==> config.mk <==
export PLATFORM = sky130hd
export DESIGN_NAME = mips_instr_encoder
export DESIGN_NICKNAME = d
export VERILOG_FILES = /design/src/rtl/mips_instr_encoder.sv
export SDC_FILE = /design/constraint.sdc
export NUM_CORES = 1
export LEC_CHECK = 0
export CORE_ASPECT_RATIO = 0.5
export CORE_MARGIN = 3
export CORE_UTILIZATION = 49
export DETAILED_ROUTE_END_ITERATION = 12
export GPL_ROUTABILITY_DRIVEN = 0
export HOLD_SLACK_MARGIN = 0.05
export MAX_ROUTING_LAYER = met4
export PLACE_DENSITY = 0.77
export SLEW_MARGIN = 20
export SYNTH_ARGS = -nofsm -noshare
export SYNTH_HDL_FRONTEND = slang
export SYNTH_SLANG_ARGS = --single-unit
export TNS_END_PERCENT = 30
==> constraint.sdc <==
create_clock -name clk -period 4.1 [get_ports clk]
set_input_delay 0.82 -clock clk [delete_from_list [all_inputs] [get_ports clk]]
set_output_delay 0.82 -clock clk [all_outputs]
set_load 0.05 [all_outputs]
==> src/rtl/mips_instr_encoder.sv <==
// Assembles decoded instruction fields into 32-bit MIPS words behind a
// valid/ready input and a 2-entry output FIFO, with wrapping legal/illegal counters.
module mips_instr_encoder (
    input  logic        clk,
    input  logic        rst,
    input  logic        in_valid,
    output logic        in_ready,
    input  logic [2:0]  in_kind,
    input  logic [2:0]  in_func,
    input  logic [4:0]  in_rs,
    input  logic [4:0]  in_rt,
    input  logic [4:0]  in_rd,
    input  logic [15:0] in_imm,
    input  logic [25:0] in_target,
    output logic        out_valid,
    input  logic        out_ready,
    output logic [31:0] out_instr,
    output logic        out_illegal,
    output logic [15:0] enc_count,
    output logic [15:0] ill_count
);

    typedef enum logic [2:0] {
        KIND_R    = 3'd0,
        KIND_I    = 3'd1,
        KIND_LW   = 3'd2,
        KIND_SW   = 3'd3,
        KIND_BEQ  = 3'd4,
        KIND_J    = 3'd5,
        KIND_BAD6 = 3'd6,
        KIND_BAD7 = 3'd7
    } kind_e;

    localparam logic [5:0] OP_RTYPE = 6'h00;
    localparam logic [5:0] OP_J     = 6'h02;
    localparam logic [5:0] OP_BEQ   = 6'h04;
    localparam logic [5:0] OP_ADDI  = 6'h08;
    localparam logic [5:0] OP_SLTI  = 6'h0A;
    localparam logic [5:0] OP_ANDI  = 6'h0C;
    localparam logic [5:0] OP_ORI   = 6'h0D;
    localparam logic [5:0] OP_LW    = 6'h23;
    localparam logic [5:0] OP_SW    = 6'h2B;

    kind_e       kind;
    logic [31:0] enc_word;
    logic        enc_illegal;
    logic [5:0]  funct;
    logic [5:0]  iop;

    logic [32:0] fifo_mem [2];
    logic        wr_ptr;
    logic        rd_ptr;
    logic [1:0]  fifo_count;
    logic        push;
    logic        pop;
    logic [32:0] head;

    assign kind = kind_e'(in_kind);

    // Encoder: illegal kind/func combinations collapse to an all-zero word.
    always_comb begin
        enc_word    = 32'h0000_0000;
        enc_illegal = 1'b0;
        funct       = 6'h00;
        iop         = 6'h00;
        case (in_func)
            3'd0:    funct = 6'h20;
            3'd1:    funct = 6'h22;
            3'd2:    funct = 6'h24;
            3'd3:    funct = 6'h25;
            3'd4:    funct = 6'h2A;
            default: funct = 6'h00;
        endcase
        case (in_func)
            3'd0:    iop = OP_ADDI;
            3'd2:    iop = OP_ANDI;
            3'd3:    iop = OP_ORI;
            3'd4:    iop = OP_SLTI;
            default: iop = 6'h00;
        endcase
        case (kind)
            KIND_R: begin
                if (in_func <= 3'd4) begin
                    enc_word = {OP_RTYPE, in_rs, in_rt, in_rd, 5'h00, funct};
                end else begin
                    enc_illegal = 1'b1;
                end
            end
            KIND_I: begin
                if (in_func == 3'd1 || in_func >= 3'd5) begin
                    enc_illegal = 1'b1;
                end else begin
                    enc_word = {iop, in_rs, in_rt, in_imm};
                end
            end
            KIND_LW:  enc_word = {OP_LW,  in_rs, in_rt, in_imm};
            KIND_SW:  enc_word = {OP_SW,  in_rs, in_rt, in_imm};
            KIND_BEQ: enc_word = {OP_BEQ, in_rs, in_rt, in_imm};
            KIND_J:   enc_word = {OP_J, in_target};
            default:  enc_illegal = 1'b1;
        endcase
    end

    assign in_ready  = (fifo_count != 2'd2);
    assign out_valid = (fifo_count != 2'd0);
    assign push      = in_valid && in_ready;
    assign pop       = out_valid && out_ready;
    assign head      = fifo_mem[rd_ptr];

    // An empty FIFO presents zeros rather than stale storage.
    assign out_instr   = out_valid ? head[31:0] : 32'h0000_0000;
    assign out_illegal = out_valid ? head[32]   : 1'b0;

    always_ff @(posedge clk or posedge rst) begin
        if (rst) begin
            fifo_mem[0] <= '0;
            fifo_mem[1] <= '0;
            wr_ptr      <= 1'b0;
            rd_ptr      <= 1'b0;
            fifo_count  <= 2'd0;
        end else begin
            if (push) begin
                fifo_mem[wr_ptr] <= {enc_illegal, enc_word};
                wr_ptr           <= ~wr_ptr;
            end
            if (pop) begin
                rd_ptr <= ~rd_ptr;
            end
            case ({push, pop})
                2'b10:   fifo_count <= fifo_count + 2'd1;
                2'b01:   fifo_count <= fifo_count - 2'd1;
                default: fifo_count <= fifo_count;
            endcase
        end
    end

    always_ff @(posedge clk or posedge rst) begin
        if (rst) begin
            enc_count <= 16'h0000;
            ill_count <= 16'h0000;
        end else if (push) begin
            if (enc_illegal) begin
                ill_count <= ill_count + 16'd1;
            end else begin
                enc_count <= enc_count + 16'd1;
            end
        end
    end

endmodule

==> results of run 1 <==
==> synthesized netlist by cell type, drive strengths merged <==
| cell type | n |
|---|---|
| a21oi | 24 |
| a221o | 21 |
| a221oi | 2 |
| a222oi | 5 |
| a22oi | 6 |
| a2bb2oi | 1 |
| a31oi | 1 |
| a32o | 3 |
| and2 | 2 |
| and3 | 5 |
| and3b | 1 |
| and4 | 4 |
| buf | 7 |
| clkbuf | 29 |
| conb | 1 |
| dfrtp | 100 |
| ha | 3 |
| inv | 8 |
| mux2 | 8 |
| mux2i | 33 |
| nand2 | 43 |
| nand2b | 1 |
| nand3 | 14 |
| nand4 | 4 |
| nor2 | 80 |
| nor2b | 5 |
| nor3 | 9 |
| nor3b | 2 |
| nor4 | 14 |
| nor4b | 1 |
| o21ai | 24 |
| o41a | 1 |
| o41ai | 1 |
| or2 | 1 |
| or3 | 1 |
| or4 | 1 |
| xnor2 | 6 |
| xor2 | 29 |
==> registers in the layout, indices dropped and copies added, names as in the netlist <==
signal and count:
enc_count 16, fifo_count 2, fifo_mem 64, ill_count 16, rd_ptr 1, wr_ptr 1
==> cell families after synthesis <==
| family | count (synthesis) |
|---|---|
| AO/OA/AOI/OAI | 89 |
| XOR/XNOR | 35 |
| adder cells (fa/ha/maj) | 3 |
| buffers and inverters | 44 |
| flip-flops | 100 |
| multiplexers | 41 |
| other | 1 |
| AND/OR/NAND/NOR | 188 |
==> metal layers <==
layer  GRT usage, %  up-vias  routed length (um)
li1               -     2010                   -
met1           30.1     2042                5650
met2           34.9       80                5910
met3           4.43       17                 426
met4           6.21        0                 189
met5              -        -                   0
==> worst register-to-register path: stages (launching register included) <==
cell     delay (ns)
dfrtp_1        0.43
nor2b_1        0.35
nor2_1         0.18
inv_1          0.63
ha_1           0.39
nor2_1         0.14
xor2_1         0.15
==> final timing paths <==
| path | startpoint | endpoint | slack (ns) | depth (start not counted) |
|---|---|---|---|---|
| max reg2reg | fifo_count[0] | fifo_count[1] | 1.76 | 6 |
| max | rd_ptr | out_instr[6] | 0.66 | 4 |
| max in group asynchronous | rst | fifo_mem[41] | 2.41 | 3 |
| min reg2reg | enc_count[15] | enc_count[15] | 0.46 | 1 |
| min | enc_count[15] | enc_count[15] | 0.46 | 1 |
| min in group asynchronous | rst | fifo_count[1] | 0.91 | 2 |
==> per-stage QoR <==
stage / total power (W) / setup WS (ns) / hold WS (ns)
after floorplan: 0.00357 / 0.661 / 0.449
after global placement: 0.00444 / 0.915 / 0.457
after detailed placement: 0.00449 / 0.882 / 0.459
after CTS: 0.00534 / 0.646 / 0.470
after global routing: 0.00560 / 0.559 / 0.494
final: 0.00530 / 0.659 / 0.463
==> power by group through the flow <==
stage               combinational [W]  clock, W  sequential, W
CTS                           0.00281  0.000857        0.00167
detailed placement            0.00281         0        0.00168
finish                        0.00279  0.000840        0.00167
floorplan                     0.00178         0        0.00179
global route                  0.00298  0.000893        0.00172
global placement              0.00277         0        0.00167
==> layout by cell type, fill, tap and decap left out, types with 3 or more instances in the layout <==
| master | count |
|---|---|
| clkdlybuf4s50_1 | 132 |
| dfrtp_1 | 99 |
| nor2_1 | 79 |
| nand2_1 | 43 |
| mux2i_1 | 33 |
| xor2_1 | 29 |
| o21ai_0 | 24 |
| a21oi_1 | 24 |
| a221o_1 | 21 |
| nand3_1 | 13 |
| buf_4 | 12 |
| nor4_1 | 10 |
| clkbuf_16 | 9 |
| nor3_1 | 8 |
| mux2_2 | 8 |
| inv_1 | 7 |
| a22oi_1 | 6 |
| xnor2_1 | 6 |
| nor2b_1 | 5 |
| and3_1 | 5 |
| a222oi_1 | 5 |
| nand4_1 | 4 |
| nor4_2 | 4 |
| and4_1 | 4 |
| a32o_1 | 3 |
| ha_1 | 3 |
==> final cells by class <==
| class | count | share of cell area, % |
|---|---|---|
| tap | 135 | 2.51 |
| timing repair buffer | 144 | 21.0 |
| sequential | 100 | 37.3 |
| inverter | 8 | 0.484 |
| clock buffer | 11 | 3.61 |
| clock inverter | 4 | 0.745 |
| multi-input combinational | 357 | 34.4 |
==> metrics.md, run 1 <==
| Metric | Value |
|---|---|
| Worst setup path category | reg -> out |
| GR Overflow Total | 0 |
| Internal cell power | 0.00286 W |
| Data arrival time of the critical path | 2.62 ns |
| Std-Cell Rows | 25 |
| Synth area leaders | dfrtp_1, mux2i_1, nor2_1 |
| Cell family contributing the most delay on the critical path | buffers and inverters |
| Achievable frequency | 291 MHz |
| Number of instances in the synthesized netlist | 501 |
| Cts bufs inserted | 9 |
| Kind of end point of the critical path | output port |
| Initial Utilization | 51.6% |
| Dominant combinational cell family by area after synthesis | simple AND/OR/NAND/NOR gates |
| Power share of the clock group | 15.8% |
| Latest clock arrival within the worst-skew pair | 0.34 ns |
| Number of distinct library cells after synthesis | 42 |
| Net switching power figure | 0.00244 W |
| Area Growth Syn to Fin | 34.6% |
| Post-synthesis area per instance | 9.96 um2 |
| Peak ir drop on the vdd network | 0.545 mV |
| Post-CTS Setup Repair Bufs | 0 |
| Clk Tree Root Cell | clkbuf_16 |
| Clock buffer depth | 2 |
| Synthesis-stage register bit count | 100 |
| Fraction of the yosys area taken by sequential cells | 50.1% |
| Number of non-filler instances in the completed layout | 759 |
| Adder and majority gate portion of the synthesized area | 0.752% |
| Core region area | 9670 um2 |
| Part of the total power dissipated in combinational logic | 52.6% |
| Transition at the pin with the smallest max-transition slack | 0.806 ns |
| Layout fillers | 759 |
| PostCTS Resize Cnt | 0 |
| Count of buffers inserted at the top-level ports | 132 |
| First drt pass iteration count | 4 |
| Endpoint required time on the critical path | 3.28 ns |
| Post-route fraction of the period consumed by the critical path | 83.9% |
| Leakage | 2.95 nW |
| Detailed Route WL | 12200 um |
| CTS sink count | 100 |
| Final hold violation count | 0 |
| Dpl hpwl | 8430 um |
| Diode count | 0 |
| Number of vias in the routed layout | 4149 |
| Number of nets with antenna violations after routing | 0 |
| Power per standard cell area | 789 nW/um2 |
| Ys Warns | 0 |
| Number of slew-limit violations in the final report | 0 |
| Fraction of layout cells with a size suffix above 1 | 7.37% |
| Design Area, Final | 6720 um2 |
| DRT iter0 DRCs | 272 |
| Initial antenna violation count | 0 |
| Die Span Y | 77.4 um |
| Num ports | 134 |
| Hold bufs inserted after CTS | 0 |
| Total of max-cap violations | 0 |
| Worst path cell trace | buf_4, mux2i_1, nor2_1, clkdlybuf4s50_1 |
| Number of vias per cell | 5.47 |
| Worst min path class | reg -> reg |
| Peak per-stage delay on the critical path | 0.88 ns |
| Total nets after synthesis | 571 |
| Top cell type's share of synthesized area | 50.1% |
| Die outline area | 11500 um2 |
| Slew headroom | 46.2% |
| Simple-gate portion of the synthesized area | 17.9% |
| Critical path buffers and inverters | 2 |
| Number of cells in the design after placement | 744 |
| Drt drc | 0 |
| Post-Synth XOR/XNOR Area | 6.14% |
| Clock transition at the registers of the reported paths | 0.06 ns |
| Fin nets | 690 |
| Post-Route Setup TNS | 0 ns |
| Clk_skew | 0.00546 ns |
| Number of global-route vias before repair | 4079 |
| CP Launch Type | flip-flop |
| Library cell with the largest summed area after synthesis | dfrtp_1 |
| Outcome | completed |
| Fraction of the mapped netlist area in compound gates | 12.7% |
| Core occupancy in the finished layout | 69.5% |
| Portion of netlist area occupied by mux cells | 8.42% |
| Depth of the CTS H-tree | 3 |
| Post-route minimum period | 3.44 ns |
| Setup violation total in the final timing report | 0 |
| Combined area of the multi-input logic cells | 2310 um2 |
| Largest fanout of any net on the critical path | 25 |
| CTS tree | done |
| Combined flip-flop and latch cell area | 2500 um2 |
| Sequential share of power | 31.5% |
| Pin count of the biggest net entering global routing | 50 |
| Global-route total usage across every layer | 22.3% |
| Synthesized area | 4990 um2 |
| Chip width | 149 um |
| Global-route wire length before repair | 20300 um |
| Sw frac | 46.0% |
| Placed standard-cell area | 6420 um2 |
| Unrepaired setup endpoints after global routing | false |
| Slowest cell on crit path | dfrtp_2 |
| Routed wirelength normalized by instance count | 16.0 um |
(Power assumes the default switching activity.)
==> run 2: changes to the inputs <==
- clock period: 4.1 -> 3.5 ns (I/O delays scaled with it)
==> run 2 against run 1 <==
Clock power up 17%. Largest cell class unchanged. Sequential cell count did not move. Sequential power grew 16%. Critical path depth did not move. Utilization rose by 0.26 points. Global-route usage rose by 0.34 points.
==> metrics.md, run 2 (synthesis results as in run 1) <==
| Metric | Value |
|---|---|
| Outcome | completed |
| Initial Utilization | 51.6% (unchanged) |
| Clk Tree Root Cell | clkbuf_16 |
| Placed standard-cell area | 6450 um2 (+0.39%) |
| Critical Path Start | rd_ptr |
| Layout fillers | 742 (-2.2%) |
| Clock transition at the registers of the reported paths | 0.06 ns (about the same) |
| Die outline area | 11500 um2 (unchanged) |
| CP Launch Type | flip-flop |
| Worst min path class | reg -> reg |
| Hold path startpoint | enc_count[15] |
| Count of buffers inserted at the top-level ports | 132 (unchanged) |
| Detailed Route WL | 12400 um (+2.1%) |
| Fin nets | 690 (unchanged) |
| Power after layout | 0.00624 W (+18%) |
| Endpoint required time on the critical path | 2.80 ns (-0.48 ns) |
| Std-Cell Rows | 25 (unchanged) |
| Core region area | 9670 um2 (unchanged) |
| Clock buffer depth | 2 (unchanged) |
| Largest fanout of any net on the critical path | 20 (-20%) |
| Kind of end point of the critical path | output port |
| Dpl hpwl | 8560 um (+1.6%) |
| Peak ir drop on the vdd network | 0.595 mV (+9.2%) |
| Transition at the pin with the smallest max-transition slack | 0.944 ns (+0.138 ns) |
| RR Startpoint | fifo_count[0] |
| Diode count | 0 (unchanged) |
| PostCTS Resize Cnt | 0 (unchanged) |
| Number of slew-limit violations in the final report | 0 (unchanged) |
| CTS tree | done |
| Post-route minimum period | 3.02 ns |
| Slew headroom | 37.1% (-9.1 points) |
| Latest clock arrival within the worst-skew pair | 0.35 ns (about the same) |
| Power per standard cell area | 925 nW/um2 (+17%) |
| Most frequent cells in the layout | clkdlybuf4s50_1, dfrtp_1, nor2_1, nand2_1, mux2i_1 |
| Die Span Y | 77.4 um (unchanged) |
| Hold bufs inserted after CTS | 0 (unchanged) |
| Number of nets with antenna violations after routing | 0 (unchanged) |
| Hold-critical path depth | 1 (unchanged) |
| Depth of the CTS H-tree | 3 (unchanged) |
| Chip width | 149 um (unchanged) |
| Area Growth Syn to Fin | 35.1% |
| Largest register FFs | 64 (unchanged) |
| Setup violation total in the final timing report | 0 (unchanged) |
| Leakage | 2.96 nW (+0.31%) |
| Num ports | 134 (unchanged) |
| Design Area, Final | 6740 um2 (+0.37%) |
| Reg-to-reg setup timing slack | 1.23 ns (-0.53 ns) |
| Biggest register | fifo_mem |
| Post-CTS Setup Repair Bufs | 0 (unchanged) |
| Worst setup path category | reg -> out |
| Registers with the highest flip-flop counts | fifo_mem (64), enc_count (16), ill_count (16) |
| Post-Route Setup TNS | 0 ns (unchanged) |
| Endpoint of the worst-slack reg-to-reg timing path | fifo_count[1] |
| First drt pass iteration count | 4 (unchanged) |
| Clk_skew | 0.00754 ns (+0.00209 ns) |
| Drt drc | 0 (unchanged) |
| Total of max-cap violations | 0 (unchanged) |
| Pin count of the biggest net entering global routing | 62 (+24%) |
| CTS sink count | 100 (unchanged) |
| Number of global-route vias before repair | 4152 (+1.8%) |
| Initial antenna violation count | 0 (unchanged) |
| Cts bufs inserted | 9 (unchanged) |
| Final hold violation count | 0 (unchanged) |
| Unrepaired setup endpoints after global routing | false |
| Most common cell after layout, fill and taps aside | clkdlybuf4s50_1 |
| Data arrival time of the critical path | 2.32 ns (-0.30 ns) |
| Post-route fraction of the period consumed by the critical path | 86.4% |
| Reg2reg path depth | 6 (unchanged) |
| Dpl ws | 0.487 ns (-0.394 ns) |
| Routed wirelength normalized by instance count | 16.4 um (+2.1%) |
| Global-route total usage across every layer | 22.6% (+0.34 points) |
| GR Overflow Total | 0 (unchanged) |
| Global-route wire length before repair | 20400 um (+0.31%) |
| Number of vias in the routed layout | 4155 (+0.14%) |
| Final Worst Setup Slack | 0.476 ns (-0.183 ns) |
| Number of vias per cell | 5.47 (+0.14%) |
| Hold EP | enc_count[15] |
| Achievable frequency | 331 MHz |
| DRT iter0 DRCs | 247 (-9.2%) |
| Fraction of layout cells with a size suffix above 1 | 7.37% (unchanged) |
[run 2: power by group]
group          internal (W)  switching [W]  leakage, nW
Combinational       0.00120        0.00212         1.57
Clock              0.000568       0.000415        0.138
Sequential          0.00159       0.000345         1.25
[run 2: routing by layer]
| metal | GRT usage [%] | part of all wire [%] | up-vias |
|---|---|---|---|
| met4 | 5.94 | 1.2 | 0 |
| li1 | - | - | 2006 |
| met5 | - | 0 | - |
| met2 | 36.5 | 48 | 105 |
| met3 | 4.73 | 3.5 | 14 |
| met1 | 29.6 | 47 | 2030 |
[run 2: worst max-delay path by stage]
stage                         endpoint  slack, ns  cells after the start
after global placement    ill_count[1]       0.54                      5
after detailed placement  ill_count[1]       0.49                      5
after floorplan           enc_count[0]       0.18                      1
after CTS                  out_illegal       0.46                      4
final                      out_illegal       0.48                      4
after global routing       out_illegal       0.38                      4
[run 2: layout make-up]
type | count | area [um2] | share of cell area (%)
sequential | 100 | 2500 | 37.1
multi-input combinational | 357 | 2310 | 34.2
timing repair buffer | 144 | 1440 | 21.3
clock buffer | 11 | 243 | 3.60
tap | 135 | 169 | 2.51
clock inverter | 4 | 50.0 | 0.742
inverter | 8 | 32.5 | 0.482
[run 2: metrics by stage]
step                      cells  hold WS [ns]  util (%)
after floorplan             501         0.449         -
after global placement      744         0.459      66.7
after detailed placement    744         0.457      66.7
after CTS                   759         0.470      69.8
after global routing        759         0.500      69.8
final                       759         0.465      69.8
[run 2: critical path, cell delays in order, from the launching register on]
cell and delay [ns]:
dfrtp_2 0.67, buf_12 0.26, mux2i_1 0.10, nor2_1 0.12, clkdlybuf4s50_1 0.82
==> run 3: changes to the inputs <==
- CTS_CLUSTER_SIZE: unset -> 40
- SKIP_LAST_GASP: unset -> 1
==> results of run 3 <==
Same layout as run 2: the final DEF is identical, and so are final timing and power.
